[config.mk]
export PLATFORM = sky130hd
export DESIGN_NAME = ifetch_prefetch_unit
export DESIGN_NICKNAME = d
export VERILOG_FILES = /design/src/rtl/ifetch_pkg.sv /design/src/rtl/ifetch_fifo.sv /design/src/rtl/ifetch_prefetch_unit.sv
export SDC_FILE = /design/constraint.sdc
export NUM_CORES = 1
export LEC_CHECK = 0
export CAP_MARGIN = 40
export CORE_UTILIZATION = 30
export CTS_CLUSTER_SIZE = 40
export DETAILED_ROUTE_END_ITERATION = 6
export GPL_TIMING_DRIVEN = 0
export REMOVE_ABC_BUFFERS = 1
export SLEW_MARGIN = 20
export SYNTH_ARGS = -nofsm -noshare
export SYNTH_HDL_FRONTEND = slang
export SYNTH_SLANG_ARGS = --single-unit
[constraint.sdc]
create_clock -name clk -period 4.2 [get_ports clk]
set_input_delay 0.42 -clock clk [delete_from_list [all_inputs] [get_ports clk]]
set_output_delay 0.42 -clock clk [all_outputs]
set_load 0.005 [all_outputs]
[src/rtl/ifetch_pkg.sv]
// Shared defaults for the instruction prefetch unit, plus the decode-side field positions.
// Width helpers keep counter and pointer sizing consistent between the unit and its FIFOs.
package ifetch_pkg;
  localparam int          XLEN_DEF     = 32;
  localparam int          DEPTH_DEF    = 4;
  localparam int          MAX_OUT_DEF  = 2;
  localparam int          OPC_W_DEF    = 4;
  localparam int          FUNCT_W_DEF  = 11;
  localparam logic [31:0] RESET_PC_DEF = 32'h0000_0000;
  localparam int          PC_STEP_DEF  = 4;
  // opcode is taken from the top of the word, funct from this bit upwards
  localparam int          FUNCT_LSB    = 0;

  function automatic int ptr_w(input int n);
    return (n > 1) ? $clog2(n) : 1;
  endfunction

  function automatic int cnt_w(input int n);
    return $clog2(n + 1);
  endfunction
endpackage

[src/rtl/ifetch_fifo.sv]
// Synchronous FIFO with flush; a write becomes visible at the head the cycle after (no bypass).
// Flush wins over push/pop; a push into a full FIFO without a pop is dropped, so writers gate on count.
module ifetch_fifo
  import ifetch_pkg::*;
#(
  parameter int WIDTH = 64,
  parameter int DEPTH = 4
) (
  input  logic                    clk,
  input  logic                    rst,
  input  logic                    flush,
  input  logic                    push,
  input  logic [WIDTH-1:0]        push_data,
  input  logic                    pop,
  output logic                    valid,
  output logic [WIDTH-1:0]        head,
  output logic [cnt_w(DEPTH)-1:0] count
);
  localparam int PW = ptr_w(DEPTH);
  localparam int CW = cnt_w(DEPTH);

  logic [WIDTH-1:0] mem [DEPTH];
  logic [PW-1:0]    rd_ptr;
  logic [PW-1:0]    wr_ptr;
  logic             do_push;
  logic             do_pop;

  // explicit wrap so non-power-of-two depths (e.g. a 3-deep tag queue) work
  function automatic logic [PW-1:0] inc(input logic [PW-1:0] p);
    return (p == PW'(DEPTH - 1)) ? '0 : p + PW'(1);
  endfunction

  assign valid   = (count != '0);
  assign do_pop  = pop & valid;
  assign do_push = push & ((count != CW'(DEPTH)) | do_pop);
  assign head    = mem[rd_ptr];

  always_ff @(posedge clk or negedge rst) begin
    if (!rst) begin
      rd_ptr <= '0;
      wr_ptr <= '0;
      count  <= '0;
    end else if (flush) begin
      rd_ptr <= '0;
      wr_ptr <= '0;
      count  <= '0;
    end else begin
      if (do_push) wr_ptr <= inc(wr_ptr);
      if (do_pop)  rd_ptr <= inc(rd_ptr);
      count <= count + CW'(do_push) - CW'(do_pop);
    end
  end

  always_ff @(posedge clk) begin
    if (do_push && !flush) mem[wr_ptr] <= push_data;
  end
endmodule

[src/rtl/ifetch_prefetch_unit.sv]
// Sequential instruction prefetch: in-order fetches into a DEPTH-entry buffer, redirect flushes and drops stale data.
// Response reaches ins_valid one cycle after it returns; issue stalls so buffered + live requests never exceed DEPTH.
module ifetch_prefetch_unit
  import ifetch_pkg::*;
#(
  parameter int              XLEN     = XLEN_DEF,
  parameter int              DEPTH    = DEPTH_DEF,
  parameter int              MAX_OUT  = MAX_OUT_DEF,
  parameter int              OPC_W    = OPC_W_DEF,
  parameter int              FUNCT_W  = FUNCT_W_DEF,
  parameter logic [XLEN-1:0] RESET_PC = XLEN'(RESET_PC_DEF),
  parameter int              PC_STEP  = PC_STEP_DEF
) (
  input  logic                      clk,
  input  logic                      rst,
  input  logic                      redirect_valid,
  input  logic [XLEN-1:0]           redirect_pc,
  output logic                      imem_req,
  output logic [XLEN-1:0]           imem_addr,
  input  logic                      imem_gnt,
  input  logic                      imem_rvalid,
  input  logic [XLEN-1:0]           imem_rdata,
  output logic                      ins_valid,
  input  logic                      ins_ready,
  output logic [XLEN-1:0]           ins,
  output logic [XLEN-1:0]           pc_new,
  output logic [OPC_W-1:0]          opcode,
  output logic [FUNCT_W-1:0]        funct,
  output logic [cnt_w(MAX_OUT)-1:0] outstanding
);
  localparam int OW = cnt_w(MAX_OUT);
  localparam int CW = cnt_w(DEPTH);

  logic [XLEN-1:0]   fetch_pc;
  logic [OW-1:0]     drop_cnt;
  logic [OW-1:0]     live_out;
  logic [OW-1:0]     out_nxt;
  logic [CW-1:0]     fifo_count;
  logic              accept;
  logic              resp;
  logic              drop;
  logic              keep;
  logic              tag_valid;
  logic [XLEN-1:0]   tag_pc;
  logic              fifo_valid;
  logic [2*XLEN-1:0] fifo_head;

  assign accept  = imem_req & imem_gnt;
  // a response with nothing in flight is a memory-side protocol error and is ignored
  assign resp    = imem_rvalid & (outstanding != '0);
  assign drop    = resp & (drop_cnt != '0);
  assign keep    = resp & ~drop & tag_valid;
  assign out_nxt = outstanding + OW'(accept) - OW'(resp);

  assign imem_req  = rst
                  && ((32'(fifo_count) + 32'(live_out)) < 32'(DEPTH))
                  && (32'(outstanding) < 32'(MAX_OUT));
  assign imem_addr = fetch_pc;

  always_ff @(posedge clk or negedge rst) begin
    if (!rst) begin
      fetch_pc    <= RESET_PC;
      outstanding <= '0;
      drop_cnt    <= '0;
    end else begin
      outstanding <= out_nxt;
      if (redirect_valid) begin
        // everything still in flight after this edge, including a same-cycle accept, is stale
        fetch_pc <= redirect_pc;
        drop_cnt <= out_nxt;
      end else begin
        if (accept) fetch_pc <= fetch_pc + XLEN'(PC_STEP);
        if (drop)   drop_cnt <= drop_cnt - OW'(1);
      end
    end
  end

  // Address tags of live requests only; its occupancy is therefore outstanding - drop_cnt.
  ifetch_fifo #(
    .WIDTH (XLEN),
    .DEPTH (MAX_OUT)
  ) u_tag_q (
    .clk       (clk),
    .rst       (rst),
    .flush     (redirect_valid),
    .push      (accept),
    .push_data (fetch_pc),
    .pop       (keep),
    .valid     (tag_valid),
    .head      (tag_pc),
    .count     (live_out)
  );

  ifetch_fifo #(
    .WIDTH (2 * XLEN),
    .DEPTH (DEPTH)
  ) u_pf_q (
    .clk       (clk),
    .rst       (rst),
    .flush     (redirect_valid),
    .push      (keep),
    .push_data ({tag_pc, imem_rdata}),
    .pop       (ins_valid & ins_ready),
    .valid     (fifo_valid),
    .head      (fifo_head),
    .count     (fifo_count)
  );

  assign ins_valid = fifo_valid;
  assign ins       = fifo_valid ? fifo_head[XLEN-1:0] : '0;
  assign pc_new    = fifo_valid ? fifo_head[2*XLEN-1:XLEN] : '0;
  assign opcode    = ins[XLEN-1 -: OPC_W];
  assign funct     = ins[FUNCT_LSB +: FUNCT_W];
endmodule

==> impl_metrics.toml, run 1 <==
[die]
fp.dieH_um = 225
rows = 81
num_io_pins = 185
core_sq_um = 49000
die_area_sq_um = 50600
initial_utilization_pct = 30.4
die_x_um = 225

[routing]
drt_wl_total_um = 33500
drcViolationCount = 0
ant_nets = 0
wl_per_cell_um = 19.5
drt_iter0_drc = 387
firstDrtPassIters = 4
vias = 8047
vias_per_cell = 4.69

[timing]
slew_viol_final = 0
hold_violations = 0
timing.slew.headroom_pct = 47.1
hold_slack_ps = 429
tightest_slew_ps = 786
fin_crit_ps = 3250
setup_viol = 0
tns_ps = 0
fin_crit_sh_pct = 77.4
rsz0062_at_grt = "false"
skew_ps = 16.0
max_clock_freq_ghz = 0.308

[worst_setup_path]
crit_buf_inv = 3
required_ps = 3780
cp-start-kind = "input port"
crit_chain = "dlygate4sd3_1 -> buf_4 -> nor4b_4 -> and2_1 -> clkdlybuf4s50_1"
worstPathArrival_ps = 2830
critPathKind = "input port to output pin"
critPathTopFamily = "buffers and inverters"
path_max_fanout = 48
reg2reg_to = "imem_addr[30]$_DFFE_PN0P_"
end_kind = "output pin"
slowest_delay_ps = 580
rrSetupSlack_ps = 1290
r2r-start = "u_pf_q.count[1]$_DFF_PN0_"
crit_slowest_cell = "nor4b_4"
worst-path-stages = 5
ff2ff_path_depth = 5

[power]
switchingPower_mw = 2.61
leakage_nw = 6.17
p_comb_share_pct = 25.1
power.share.switching_pct = 25.1
ir_drop_uv = 244
seq_power_share_pct = 41.3
p_clk_share_pct = 33.6
p_int_mw = 7.78
power_density_nw_per_um2 = 547

[placed_design]
dp_hpwl_um = 21700
gp_congestion = 0.722
placed_area_sq_um = 17700
numPortBuffers = 184

[global_routing]
grt-ovfl-total = 0
grt_antenna_before_repair = 0
grt_use_total_pct = 13.5
grt_max_degree = 53
grt_pass1_vias = 8318
grt_first_pass_wirelength_um = 50700

[clock_tree]
clk_pin_slew_worst_paths_ps = 60
insertion_delay_ps = 540
cts_tree = "yes"
cts_setup_buffers = 0
clockBufferDepth = 3
cts_root_buf = "clkbuf_16"
cts_hold_buf = 1
cts_buffers = 40
numClockSinks = 367
htreeDepth = 2
post_cts_resized = 0

[job]
maxCapViolations = 0

[layout]
antenna_cells = 0
synthToLayoutAreaGrowth_pct = 27.5
layout.nets = 1108
layout_commonest_cell = "edfxtp_1"
layout-drive-gt1-share_pct = 18.1
most-common-layout-cells = "320 x edfxtp_1, 182 x clkdlybuf4s50_1, 68 x and2_1, 64 x mux4_2, 44 x dfrtp_1"
design_area_sq_um = 19000

[worst_hold_path]
hold_class = "input port to flip-flop"
worstHoldStart = "redirect_pc[4]"
min_to = "imem_addr[4]$_DFFE_PN0P_"
min_path_cells = 3

[logic_synthesis]
synth_area_sq_um = 14900
synthTopCellsByArea = "edfxtp_1 64%, mux4_2 9.7%, dfrtp_1 7.9%"
synth_enable_flop_cells = 320
yosysWarningCount = 0
synth_seq_area_share_pct = 72.4
syn_avg_cell_area_sq_um = 17.8
synth_top_area_share_pct = 64.5
synth.distinct_cells = 47
synthFlopType = "edfxtp_1"
yosys_register_bits = 367
synth_area_leader_cell = "edfxtp_1"
netlist_instances = 837
synthArstFlopShare_pct = 12.8

[status]
status = "finished clean"
[state kept, by name, summed over array words and instances (netlist names)]
signal and flops:
u_pf_q.wr_ptr 2, drop_cnt 2, u_tag_q.count 2, outstanding 2, imem_addr 32, u_tag_q.rd_ptr 1, u_tag_q.wr_ptr 1, u_pf_q.mem 256
u_pf_q.rd_ptr 2, u_tag_q.mem 64, u_pf_q.count 3
[power by group through the flow]
| stage | Combinational [mW] | Clock [mW] | Sequential, mW |
|---|---|---|---|
| global placement | 2.49 | 0 | 4.51 |
| detailed placement | 2.68 | 0 | 4.37 |
| CTS | 2.69 | 3.62 | 4.29 |
| global route | 2.85 | 3.75 | 4.31 |
| finish | 2.61 | 3.49 | 4.29 |
| floorplan | 1.07 | 0 | 4.39 |
[how the worst max path moves through the flow]
stage / startpoint / endpoint / slack [ps]
3_3_place_gp: rst / u_tag_q.mem[0][20]$_DFFE_PP_ / -4310
2_1_floorplan: u_pf_q.count[1]$_DFF_PN0_ / u_tag_q.mem[0][0]$_DFFE_PP_ / 160
5_1_grt: rst / imem_addr[30]$_DFFE_PN0P_ / 610
3_5_place_dp: rst / u_tag_q.mem[0][15]$_DFFE_PP_ / 930
6_report: rst / imem_req / 950
4_1_cts: rst / imem_req / 900
[cells in the mapped netlist (7+ instances only)]
master	count
and3_1	14
nand2_1	23
nand4_1	13
dfrtp_1	47
a31oi_1	20
buf_2	7
xnor2_1	7
nand3_1	14
edfxtp_1	320
o31ai_1	19
clkbuf_1	35
mux4_2	64
and2_1	68
inv_1	15
mux2_2	34
buf_4	15
or4_1	23
nor2_1	30
ha_1	14
[cells by family after synthesis]
| group | after synthesis | share of synthesized area, % |
|---|---|---|
| compound gates | 63 | 2.84 |
| xor+xnor | 13 | 0.764 |
| fa+ha+maj | 15 | 1.31 |
| buf+inv | 74 | 2.30 |
| flops | 367 | 72.4 |
| mux | 100 | 12.4 |
| simple gates | 205 | 8.04 |
[metrics by stage]
step | util, % | setup slack (ps) | cells | total power [mW]
floorplan | - | 162 | 779 | 5.46
global placement | 35.3 | -4310 | 1627 | 7.00
detailed placement | 36.1 | 929 | 1644 | 7.05
CTS | 38.8 | 903 | 1717 | 10.6
global route | 38.8 | 608 | 1717 | 10.9
finish | 38.8 | 951 | 1717 | 10.4
[layer usage]
metal / vias up / wire length, um / track usage, %
li1: 3681 / - / -
met1: 4127 / 14200 / 17.3
met2: 191 / 16800 / 22.8
met3: 48 / 1760 / 2.66
met4: 0 / 798 / 4.72
met5: - / 0 / 0
[layout make-up]
cell class                 instances  area (sq um)
clock buffer                      48          1060
clock inverter                    24           250
fill                            4533         30000
inverter                          16          61.3
multi-input combinational        396          3810
sequential                       367         10800
tap                              664           831
timing repair buffer             202          2200
[worst reg2reg max path, delay by kind of cell, from the launching register on]
| kind | cells | cell delay (ps) |
|---|---|---|
| and+or+nand+nor | 3 | 1940 |
| adders and majority gates | 1 | 250 |
| DFF | 1 | 460 |
| AOI/OAI and AO/OA | 1 | 180 |
No activity file was read; power rests on OpenSTA's default activity.
==> run 2: changes to the inputs <==
==> constraint.sdc (replaced) <==
create_clock -name clk -period 3.1 [get_ports clk]
set_input_delay 0.31 -clock clk [delete_from_list [all_inputs] [get_ports clk]]
set_output_delay 0.31 -clock clk [all_outputs]
set_load 0.005 [all_outputs]
==> run 2 against run 1 <==
- critical path depth down 1
- critical path type is now flip-flop to output pin
- sequential power up 35%
- non-clock buffer count up 4
==> impl_metrics.toml, run 2 (synthesis gave the netlist of run 1 again) <==
[timing]
timing.slew.headroom_pct = 46.4
setup_viol = 0
rsz0062_at_grt = "false"
hold_violations = 0
fin_crit_ps = 2880
slew_viol_final = 0
tightest_slew_ps = 797
skew_ps = 17.4
max_clock_freq_ghz = 0.347
layout_setup_ws_ps = 216
fin_crit_sh_pct = 93.0
tns_ps = 0

[power]
p_int_mw = 10.6
ir_drop_uv = 333
switchingPower_mw = 3.56
leakage_nw = 6.20
p_comb_share_pct = 25.5
power.share.switching_pct = 25.2
seq_power_share_pct = 41.0
power_density_nw_per_um2 = 740
power_mw = 14.1
p_clk_share_pct = 33.6

[layout]
top_register = "u_pf_q.mem"
layout.nets = 1112
fill_cells = 4528
finalNonFillerCells = 1721
largest_register_ffs = 256
most-common-layout-cells = "320 x edfxtp_1, 182 x clkdlybuf4s50_1, 68 x and2_1, 64 x mux4_2, 44 x dfrtp_1"
layout_commonest_cell = "edfxtp_1"
synthToLayoutAreaGrowth_pct = 28.0
layout-drive-gt1-share_pct = 18.4
antenna_cells = 0
utilization_pct = 39.0

[die]
num_io_pins = 185
initial_utilization_pct = 30.4
fp.dieH_um = 225
die_x_um = 225
rows = 81
die_area_sq_um = 50600
core_sq_um = 49000

[worst_setup_path]
end_kind = "output pin"
ff2ff_path_depth = 12
path_max_fanout = 40
critPathKind = "flip-flop to output pin"
rrSetupSlack_ps = 270
r2r-start = "u_pf_q.count[2]$_DFF_PN0_"
worstPathArrival_ps = 2570
required_ps = 2790
cp-start-kind = "flip-flop"
reg2reg_to = "u_pf_q.count[2]$_DFF_PN0_"

[status]
status = "finished clean"

[clock_tree]
htreeDepth = 2
clockBufferDepth = 3
insertion_delay_ps = 540
post_cts_resized = 0
cts_tree = "yes"
clk_pin_slew_worst_paths_ps = 60
cts_root_buf = "clkbuf_16"
cts_buffers = 40
numClockSinks = 367

[routing]
drt_iter0_drc = 370
drt_wl_total_um = 34000
vias = 8108
vias_per_cell = 4.71
ant_nets = 0
wl_per_cell_um = 19.8
firstDrtPassIters = 4
drcViolationCount = 0

[job]
maxCapViolations = 0

[global_routing]
grt_max_degree = 53
grt_antenna_before_repair = 0
grt_first_pass_wirelength_um = 50700
grt_use_total_pct = 13.6
grt-ovfl-total = 0
grt_pass1_vias = 8328

[worst_hold_path]
worstHoldStart = "redirect_pc[4]"
hold_class = "input port to flip-flop"
min_path_cells = 3
min_to = "imem_addr[4]$_DFFE_PN0P_"

[placed_design]
dp.cells = 1644
dp_hpwl_um = 21700
place_ws_ps = -60.7
numPortBuffers = 184
gp_congestion = 0.722
-- run 2: worst max path at each step --
stage | from | to | slack (ps) | cells past startpoint
floorplan | u_pf_q.count[1]$_DFF_PN0_ | u_tag_q.mem[0][0]$_DFFE_PP_ | -940 | 4
global placement | rst | u_tag_q.mem[0][20]$_DFFE_PP_ | -5300 | 4
detailed placement | rst | u_tag_q.mem[0][15]$_DFFE_PP_ | -60 | 6
CTS | u_pf_q.rd_ptr[1]$_DFFE_PN0P_ | pc_new[30] | 20 | 4
global route | u_pf_q.count[1]$_DFF_PN0_ | u_tag_q.mem[0][10]$_DFFE_PP_ | 60 | 6
finish | u_pf_q.rd_ptr[1]$_DFFE_PN0P_ | pc_new[30] | 220 | 4
-- run 2: per-stage QoR --
stage,hold WS (ps),area (sq um)
floorplan,14.4,14600
global placement,498,17300
detailed placement,401,17700
CTS,280,19000
global route,323,19100
finish,320,19100
-- run 2: power by group through the flow --
stage	Combinational [mW]	Clock (mW)	Sequential (mW)
2_1_floorplan	1.45	0	5.95
3_3_place_gp	3.09	0	6.11
3_5_place_dp	3.63	0	5.92
4_1_cts	3.68	4.91	5.79
5_1_grt	3.92	5.08	5.81
6_report	3.60	4.74	5.78
-- run 2: repair_timing --
action                                  in CTS  in global routing
hold buffers                                 2                  0
setup buffers                                1                  2
pin swaps                                    0                  1
endpoints found under the hold margin       47                  0
endpoints found under the setup margin      10                  7
-- run 2: area by class of cell --
class                      instances  area, sq um  area share (%)
sequential                       367        10800            56.6
multi-input combinational        396         3810            20.0
timing repair buffer             206         2270            11.9
clock buffer                      48         1060            5.57
tap                              664          831            4.36
clock inverter                    24          250            1.31
inverter                          16         61.3           0.321
-- run 2: metal layers --
layer | vias up | wire [um] | global-route usage (%) | part of all wire [%]
met5 | - | 0 | 0 | 0
met4 | 0 | 797 | 4.72 | 2.3
met3 | 48 | 1810 | 2.66 | 5.3
met2 | 212 | 17000 | 22.8 | 50
met1 | 4153 | 14400 | 17.4 | 42
li1 | 3695 | - | - | -
-- run 2: worst max-delay path, stage by stage, from the launching register on --
cell and delay, ps:
dfrtp_4 680, buf_16 290, mux4_2 330, and2_1 170
clkdlybuf4s50_1 540
